File: config.mk
export PLATFORM = sky130hd
export DESIGN_NAME = dmem_mmio
export DESIGN_NICKNAME = d
export VERILOG_FILES = /design/src/rtl/dmem_mmio.sv
export SDC_FILE = /design/constraint.sdc
export NUM_CORES = 2
export LEC_CHECK = 0
export ABC_AREA = 1
export BUFFER_PORTS_ARGS = -buffer_cell sky130_fd_sc_hd__buf_4
export CORE_MARGIN = 2
export CORE_UTILIZATION = 55
export CTS_CLUSTER_DIAMETER = 80
export DETAILED_ROUTE_END_ITERATION = 8
export PLACE_DENSITY = 0.7
export SLEW_MARGIN = 20
export SYNTH_ARGS = -nofsm -noshare
export SYNTH_HDL_FRONTEND = slang
export SYNTH_SLANG_ARGS = --single-unit
File: constraint.sdc
create_clock -name clk -period 6.7 [get_ports clk]
set_input_delay 1.005 -clock clk [delete_from_list [all_inputs] [get_ports clk]]
set_output_delay 1.005 -clock clk [all_outputs]
set_load 0.02 [all_outputs]
File: src/rtl/dmem_mmio.sv
// Data-side responder: word RAM plus MMIO page (TX byte FIFO, timer/compare irq); reads are combinational, writes land at posedge.
// The TX stream is valid/ready with the head byte held while stalled; pushes into a full FIFO without a same-cycle pop are dropped and flagged.
module dmem_mmio #(
    parameter int RAM_WORDS  = 64,
    parameter int FIFO_DEPTH = 8
) (
    input  logic        clk,
    input  logic        reset,
    input  logic        MemWrite,
    input  logic [31:0] ALUResult,
    input  logic [31:0] WriteData,
    output logic [31:0] ReadData,
    output logic [7:0]  tx_data,
    output logic        tx_valid,
    input  logic        tx_ready,
    output logic        irq
);

    localparam int RAM_AW = $clog2(RAM_WORDS);
    localparam int PTR_W  = $clog2(FIFO_DEPTH);
    localparam int CNT_W  = PTR_W + 1;
    localparam logic [27:0] MMIO_PAGE = 28'hFFFF000;

    // ---------------- address decode ----------------
    logic              ram_sel;
    logic              page_sel;
    logic [RAM_AW-1:0] ram_idx;
    logic              txdata_wr;
    logic              status_wr;
    logic              timer_wr;
    logic              compare_wr;
    logic              unused_addr;

    assign ram_sel     = (ALUResult[31:RAM_AW+2] == '0);
    assign page_sel    = (ALUResult[31:4] == MMIO_PAGE);
    assign ram_idx     = ALUResult[RAM_AW+1:2];
    assign txdata_wr   = MemWrite && page_sel && (ALUResult[3:2] == 2'd0);
    assign status_wr   = MemWrite && page_sel && (ALUResult[3:2] == 2'd1);
    assign timer_wr    = MemWrite && page_sel && (ALUResult[3:2] == 2'd2);
    assign compare_wr  = MemWrite && page_sel && (ALUResult[3:2] == 2'd3);
    assign unused_addr = ^ALUResult[1:0];

    // ---------------- RAM (no reset) ----------------
    logic [31:0] ram_q [RAM_WORDS];

    always_ff @(posedge clk) begin
        if (MemWrite && ram_sel) begin
            ram_q[ram_idx] <= WriteData;
        end
    end

    // ---------------- TX FIFO ----------------
    logic [7:0]       fifo_q [FIFO_DEPTH];
    logic [PTR_W-1:0] wr_ptr_q, wr_ptr_d;
    logic [PTR_W-1:0] rd_ptr_q, rd_ptr_d;
    logic [CNT_W-1:0] count_q, count_d;
    logic             ovf_q, ovf_d;
    logic             empty;
    logic             full;
    logic             pop;
    logic             push_ok;

    assign empty   = (count_q == '0);
    assign full    = (count_q == CNT_W'(FIFO_DEPTH));
    assign pop     = !empty && tx_ready;
    // A pop in the same cycle frees the slot the push needs, so full is not a drop then.
    assign push_ok = txdata_wr && (!full || pop);

    always_comb begin
        wr_ptr_d = wr_ptr_q;
        rd_ptr_d = rd_ptr_q;
        count_d  = count_q;
        if (push_ok) begin
            wr_ptr_d = wr_ptr_q + PTR_W'(1);
        end
        if (pop) begin
            rd_ptr_d = rd_ptr_q + PTR_W'(1);
        end
        case ({push_ok, pop})
            2'b10:   count_d = count_q + CNT_W'(1);
            2'b01:   count_d = count_q - CNT_W'(1);
            default: count_d = count_q;
        endcase
        ovf_d = (txdata_wr && !push_ok) || (ovf_q && !(status_wr && WriteData[2]));
    end

    always_ff @(posedge clk) begin
        if (push_ok) begin
            fifo_q[wr_ptr_q] <= WriteData[7:0];
        end
    end

    always_ff @(posedge clk or negedge reset) begin
        if (!reset) begin
            wr_ptr_q <= '0;
            rd_ptr_q <= '0;
            count_q  <= '0;
            ovf_q    <= 1'b0;
        end else begin
            wr_ptr_q <= wr_ptr_d;
            rd_ptr_q <= rd_ptr_d;
            count_q  <= count_d;
            ovf_q    <= ovf_d;
        end
    end

    assign tx_valid = !empty;
    assign tx_data  = empty ? 8'h00 : fifo_q[rd_ptr_q];

    // ---------------- timer / compare ----------------
    logic [31:0] timer_q, timer_d;
    logic [31:0] compare_q, compare_d;
    logic        match_q, match_d;

    always_comb begin
        timer_d   = timer_wr ? WriteData : timer_q + 32'd1;
        compare_d = compare_wr ? WriteData : compare_q;
        // Setting the match flag takes priority over a simultaneous W1C clear.
        match_d   = (timer_q == compare_q) || (match_q && !(status_wr && WriteData[3]));
    end

    always_ff @(posedge clk or negedge reset) begin
        if (!reset) begin
            timer_q   <= '0;
            compare_q <= 32'hFFFF_FFFF;
            match_q   <= 1'b0;
        end else begin
            timer_q   <= timer_d;
            compare_q <= compare_d;
            match_q   <= match_d;
        end
    end

    assign irq = match_q;

    // ---------------- read mux ----------------
    logic [31:0] status_word;

    assign status_word = {16'h0000, 8'(count_q), 4'h0, match_q, ovf_q, full, empty};

    always_comb begin
        ReadData = 32'h0000_0000;
        if (ram_sel) begin
            ReadData = ram_q[ram_idx];
        end else if (page_sel) begin
            case (ALUResult[3:2])
                2'd1:    ReadData = status_word;
                2'd2:    ReadData = timer_q;
                2'd3:    ReadData = compare_q;
                default: ReadData = 32'h0000_0000;
            endcase
        end
    end

endmodule

---- Yosys cells after proc, flatten, opt, wreduce, memory -nomap -nowiden ----
Memory sizes are Yosys's and may differ from the RTL's.
Index checks and enable logic that the tools add are counted.
word-level totals
  memory bits (writable) .................. 2112
  logic and storage cells ................. 57
  latch bits .............................. 0
  ROM bits ................................ 0
  output and inout bits ................... 42
  register bits after elaboration ......... 76
  memories ................................ 2
memory list
  name    depth  bits a word  rd ports  clocked after memory_dff  write ports  line  text
  ram_q   64     32           1         0                         1            44    logic [31:0] ram_q [RAM_WORDS];
  fifo_q  8      8            1         0                         1            53    logic [7:0] fifo_q [FIFO_DEPTH];
cells by class
  equal/unequal tests ..................... 8
  div/mod/pow operators ................... 0
  mux-type cells .......................... 10
  $lt $le $gt $ge ......................... 0
  reductions and logical operators ........ 25
  add/sub/neg operators ................... 5
  bitwise operators ....................... 0
  $mul .................................... 0
  shift-type cells ........................ 0
operator list
  kind                   count
  $mux 32                3
  $pmux 32 s3            1
  $add 32x1->32 const B  1
  $eq 32x32->1           1
  $eq 28x28->1 const B   1
  $logic_not 24->1       1
  $logic_and 1x1->1      13
  $mux 8                 1
  $pmux 4 s2             1
  $add 3x1->3 const B    2
  $eq 2x2->1 const B     3
  $logic_not 1->1        5
  $add 4x1->4 const B    1
  $eq 2x1->1 const B     2
  $eq 4x4->1 const B     1
  $logic_not 4->1        1
  $mux 1                 4
  $sub 4x1->4 const B    1
  $logic_or 1x1->1       3
  $logic_not 2->1        1
  $reduce_bool 2->1      1

---- Longest topological paths before layout ----
  depth in word-level cells ............... 8
  gate-level depth with buffers ........... 15
  gate-level depth less buffers ........... 15

---- Worst setup path after synthesis ----
No wires, ideal clock.
  kind .................................... input port to flip-flop
  from .................................... input port ALUResult[3]
  to ...................................... memory ram_q[15][0], enable pin
  data required time ...................... 6279 ps
  library setup time ...................... 421 ps
  arrival time ............................ 3562 ps
  stages on the path ...................... 9
  buffers on the path ..................... 5
  path slack .............................. 2717 ps
  cell sequence ........................... buf_4 nand2_4 inv_2 buf_4 buf_2 buf_2 buf_2 nand2_1 nor2_1
RTL lines
  element      line  text
  from (decl)  10    input logic [31:0] ALUResult,
  to (decl)    44
Straight into the memory's write port.

---- Worst setup path after layout ----
  from .................................... input port ALUResult[3]
  to ...................................... output port ReadData[25]
on the way
  longest elaborated chain between the ends .. 4
  elaborated cells on any way between the ends .. 7
  classes of those cells .................. eq/ne: 3; mux: 3; memory: 1
ends and longest elaborated chain
  element                                                                line  text
  parallel branches: the longest is 3 deep, another holds $mem_v2 64x32  n/a
  $mux 32 *                                                              143   if (ram_sel) begin
  to (decl)                                                              12    output logic [31:0] ReadData,
Mark *: on every way between the ends.

==> results by group <==
Run status
  • Status: finished clean

Finish
  • Fillers: 11200
  • Most common cell after layout, fill and taps aside: edfxtp_1
  • Area grow syn2layout: 13.2%
  • Layout Nets: 6641
  • Final instance area: 97000 um2
  • Post-layout util: 62.8%
  • Most frequent cells in the layout: edfxtp_1, nand2_1, nand3_1
  • Share of cells above drive strength 1: 11.9%
  • Fin cells: 8787

Placement
  • Pre-CTS setup slack: 1.04 ns
  • GPL Wtd Cong: 0.899
  • Post-place instance area: 90100 um2
  • Cells after DPL: 8399
  • Hpwl dp: 144000 um
  • I/O Buffers: 107

Clock tree
  • Skew-Pair Late Insertion Delay: 0.85 ns
  • PostCTS Resize Cnt: 0
  • CTS Buffer Depth: 3
  • Clock buffer count from CTS: 211
  • Post-CTS Repair Setup Buffers: 0
  • TritonCTS clock tree: yes
  • H-tree depth: 4
  • Cell chosen for the clock root: clkbuf_16
  • Clock slew at reported path FFs: 0.06 ns
  • CTS Hold Bufs: 1
  • CTS sink count: 2188

Synthesis
  • Yosys cell types: 62
  • Mapped Nets: 6440
  • Yosys Warn Count: 0
  • Seq/Total Area, Yosys: 76.3%
  • Flops & latches, synth: 2188
  • Top FF cell, synth: edfxtp_1
  • Post-synth EDFFs: 2112
  • Synthesized cell area: 85700 um2
  • Ys async rst share: 3.47%
  • Synthesized instance count: 6368
  • Synth Area per Inst: 13.5 um2

Setup path
  • CP Class: input pin to output pin
  • CP Capture Type: output pin
  • Cell chain of the critical path: buf_4 -> inv_4 -> nor2_8 -> buf_12 -> buf_4 -> a22oi_1 -> a21oi_1 -> or2_2 -> nor2_1 -> nand2_1 -> nand2_1 -> nand3b_1 -> nand2_1 -> nand2_1 -> buf_4
  • Worst Path Required: 5.69 ns
  • Crit path largest cell delay: 0.83 ns
  • Worst-path maximum fanout: 31
  • R2r setup slk: 4.01 ns
  • Crit path DAT: 4.84 ns
  • Most frequent CP cell: nand2_1
  • CP max stage cell: nor2_8
  • CP Launch Type: input pin

Power
  • Pleak: 32.6 nW
  • Worst vdd ir: 0.000261 V
  • Pwr dens: 298 nW/um2
  • Power Total: 28.9 mW

Timing
  • Hold WS: 0.453 ns
  • Slew @ Worst Pin: 1.25 ns
  • Fin. max-slew vios: 0
  • Fin. Hold Viols: 0
  • Fmax: 171 MHz
  • Skew final: 0.0236 ns
  • Final worst slack: 0.851 ns
  • Min cycle time layout: 5.85 ns
  • Relative slew margins: 15.6%
  • Fin crit share: 87.3%
  • Final setup fails: 0
  • RSZ-0062 raised after global routing: false
  • Total negative slack: 0 ns

Detailed routing
  • Initial DRC count: 8948
  • Remaining DRCs: 0
  • Via density per instance: 6.34
  • DR pass1 iterations: 6
  • Routed len/inst: 28.8 um
  • DRT Wirelength: 253000 um
  • DR vias: 55700
  • Antenna-violating nets left: 0

Die
  • Chip Width: 399 um
  • Io pins: 110
  • Die Y: 399 um
  • Row count: 144
  • DIE AREA: 159000 um2
  • Core area: 154000 um2
  • Starting Density: 55.5%

GRT
  • Total Routing Usage GR: 31.6%
  • First-pass GRT wire length: 361000 um
  • Vias in the first global route: 52500
  • GRT overflow: 0
  • Pin count of the biggest net entering global routing: 75
  • Initial antenna violation count: 12

Worst hold path
  • Min-delay worst type: input pin to register

Job
  • Max-Cap Viols: 0
-- power by group --
group          internal [mW]  total [mW]  switching [mW]  leakage (nW)
clock                   6.81        11.9            5.08          3.36
sequential              15.0        15.0          0.0345          19.9
combinational          0.515        1.92            1.40          9.40
-- cell usage after synthesis, types with 25 or more instances --
master     number  area, um2
buf_1          28        105
xor2_1         35        307
dfrtp_1        44       1100
nand4_1       238       1490
buf_2         191        956
nand3_1       351       1760
inv_1         205        769
nand2_1      1786       6700
dfstp_2        32        841
o21ai_0       214       1070
nor2_1        230        863
edfxtp_1     2112      63400
o211ai_1       46        345
o22ai_1        31        194
a22oi_1       245       1840
nor3_1         25        125
a21oi_1       116        581
o221ai_1       29        254
buf_4          33        248
o2111ai_1      26        228
a41oi_1        36        315
clkbuf_1       92        345
-- cell families (layout without fill, tap and decap cells) --
| kind of cell | count (synthesis) | in the layout | synth area share, % |
|---|---|---|---|
| compound gates | 854 | 854 | 6.58 |
| xor+xnor | 56 | 56 | 0.573 |
| fa+ha+maj | 4 | 4 | 0.0584 |
| buf+inv | 569 | 943 | 3.02 |
| flops | 2188 | 2188 | 76.3 |
| mux | 9 | 9 | 0.118 |
| other cells | 0 | 1 | 0 |
| simple gates | 2688 | 2688 | 13.3 |
-- worst max-delay path, delay by kind of cell --
| family | cells | cell delay [ns] |
|---|---|---|
| and+or+nand+nor | 8 | 1.75 |
| AOI/OAI and AO/OA | 2 | 0.64 |
| buffers and inverters | 5 | 1.35 |
-- metal layers --
metal / share of wire (%) / global-route usage [%] / vias up / wire, um
li1: - / - / 23700 / -
met1: 38 / 44.7 / 27600 / 95200
met2: 45 / 47.4 / 3783 / 114000
met3: 13 / 7.30 / 504 / 31900
met4: 4.6 / 13.8 / 12 / 11700
met5: 0.024 / 0 / - / 60
-- final timing paths --
check,startpoint,to,cells after the start
setup reg to reg,count_q[0],fifo_q[1][0],10
hold reg to reg,compare_q[31],compare_q[31],2
min in group asynchronous,reset,rd_ptr_q[1],2
setup / recovery,ALUResult[3],ReadData[25],15
hold / removal,tx_ready,ovf_q,4
max in group asynchronous,reset,timer_q[5],3
-- sequential cells by signal, summed over array words and instances, names as in the netlist --
signal	cells
ram_q	2048
fifo_q	64
compare_q	32
timer_q	32
count_q	4
rd_ptr_q	3
wr_ptr_q	3
irq	1
ovf_q	1
-- area by class of cell --
cell class	count	area (um2)	share of cell area [%]
Multi-Input combinational cell	3611	18200	18.8
Inverter	214	826	0.852
Sequential cell	2188	65400	67.4
Timing Repair Buffer	343	3120	3.22
Clock inverter	126	1300	1.34
Antenna cell	1	2.50	0.00258
Clock buffer	260	5570	5.74
Tap cell	2044	2560	2.64
(Power assumes the default switching activity.)
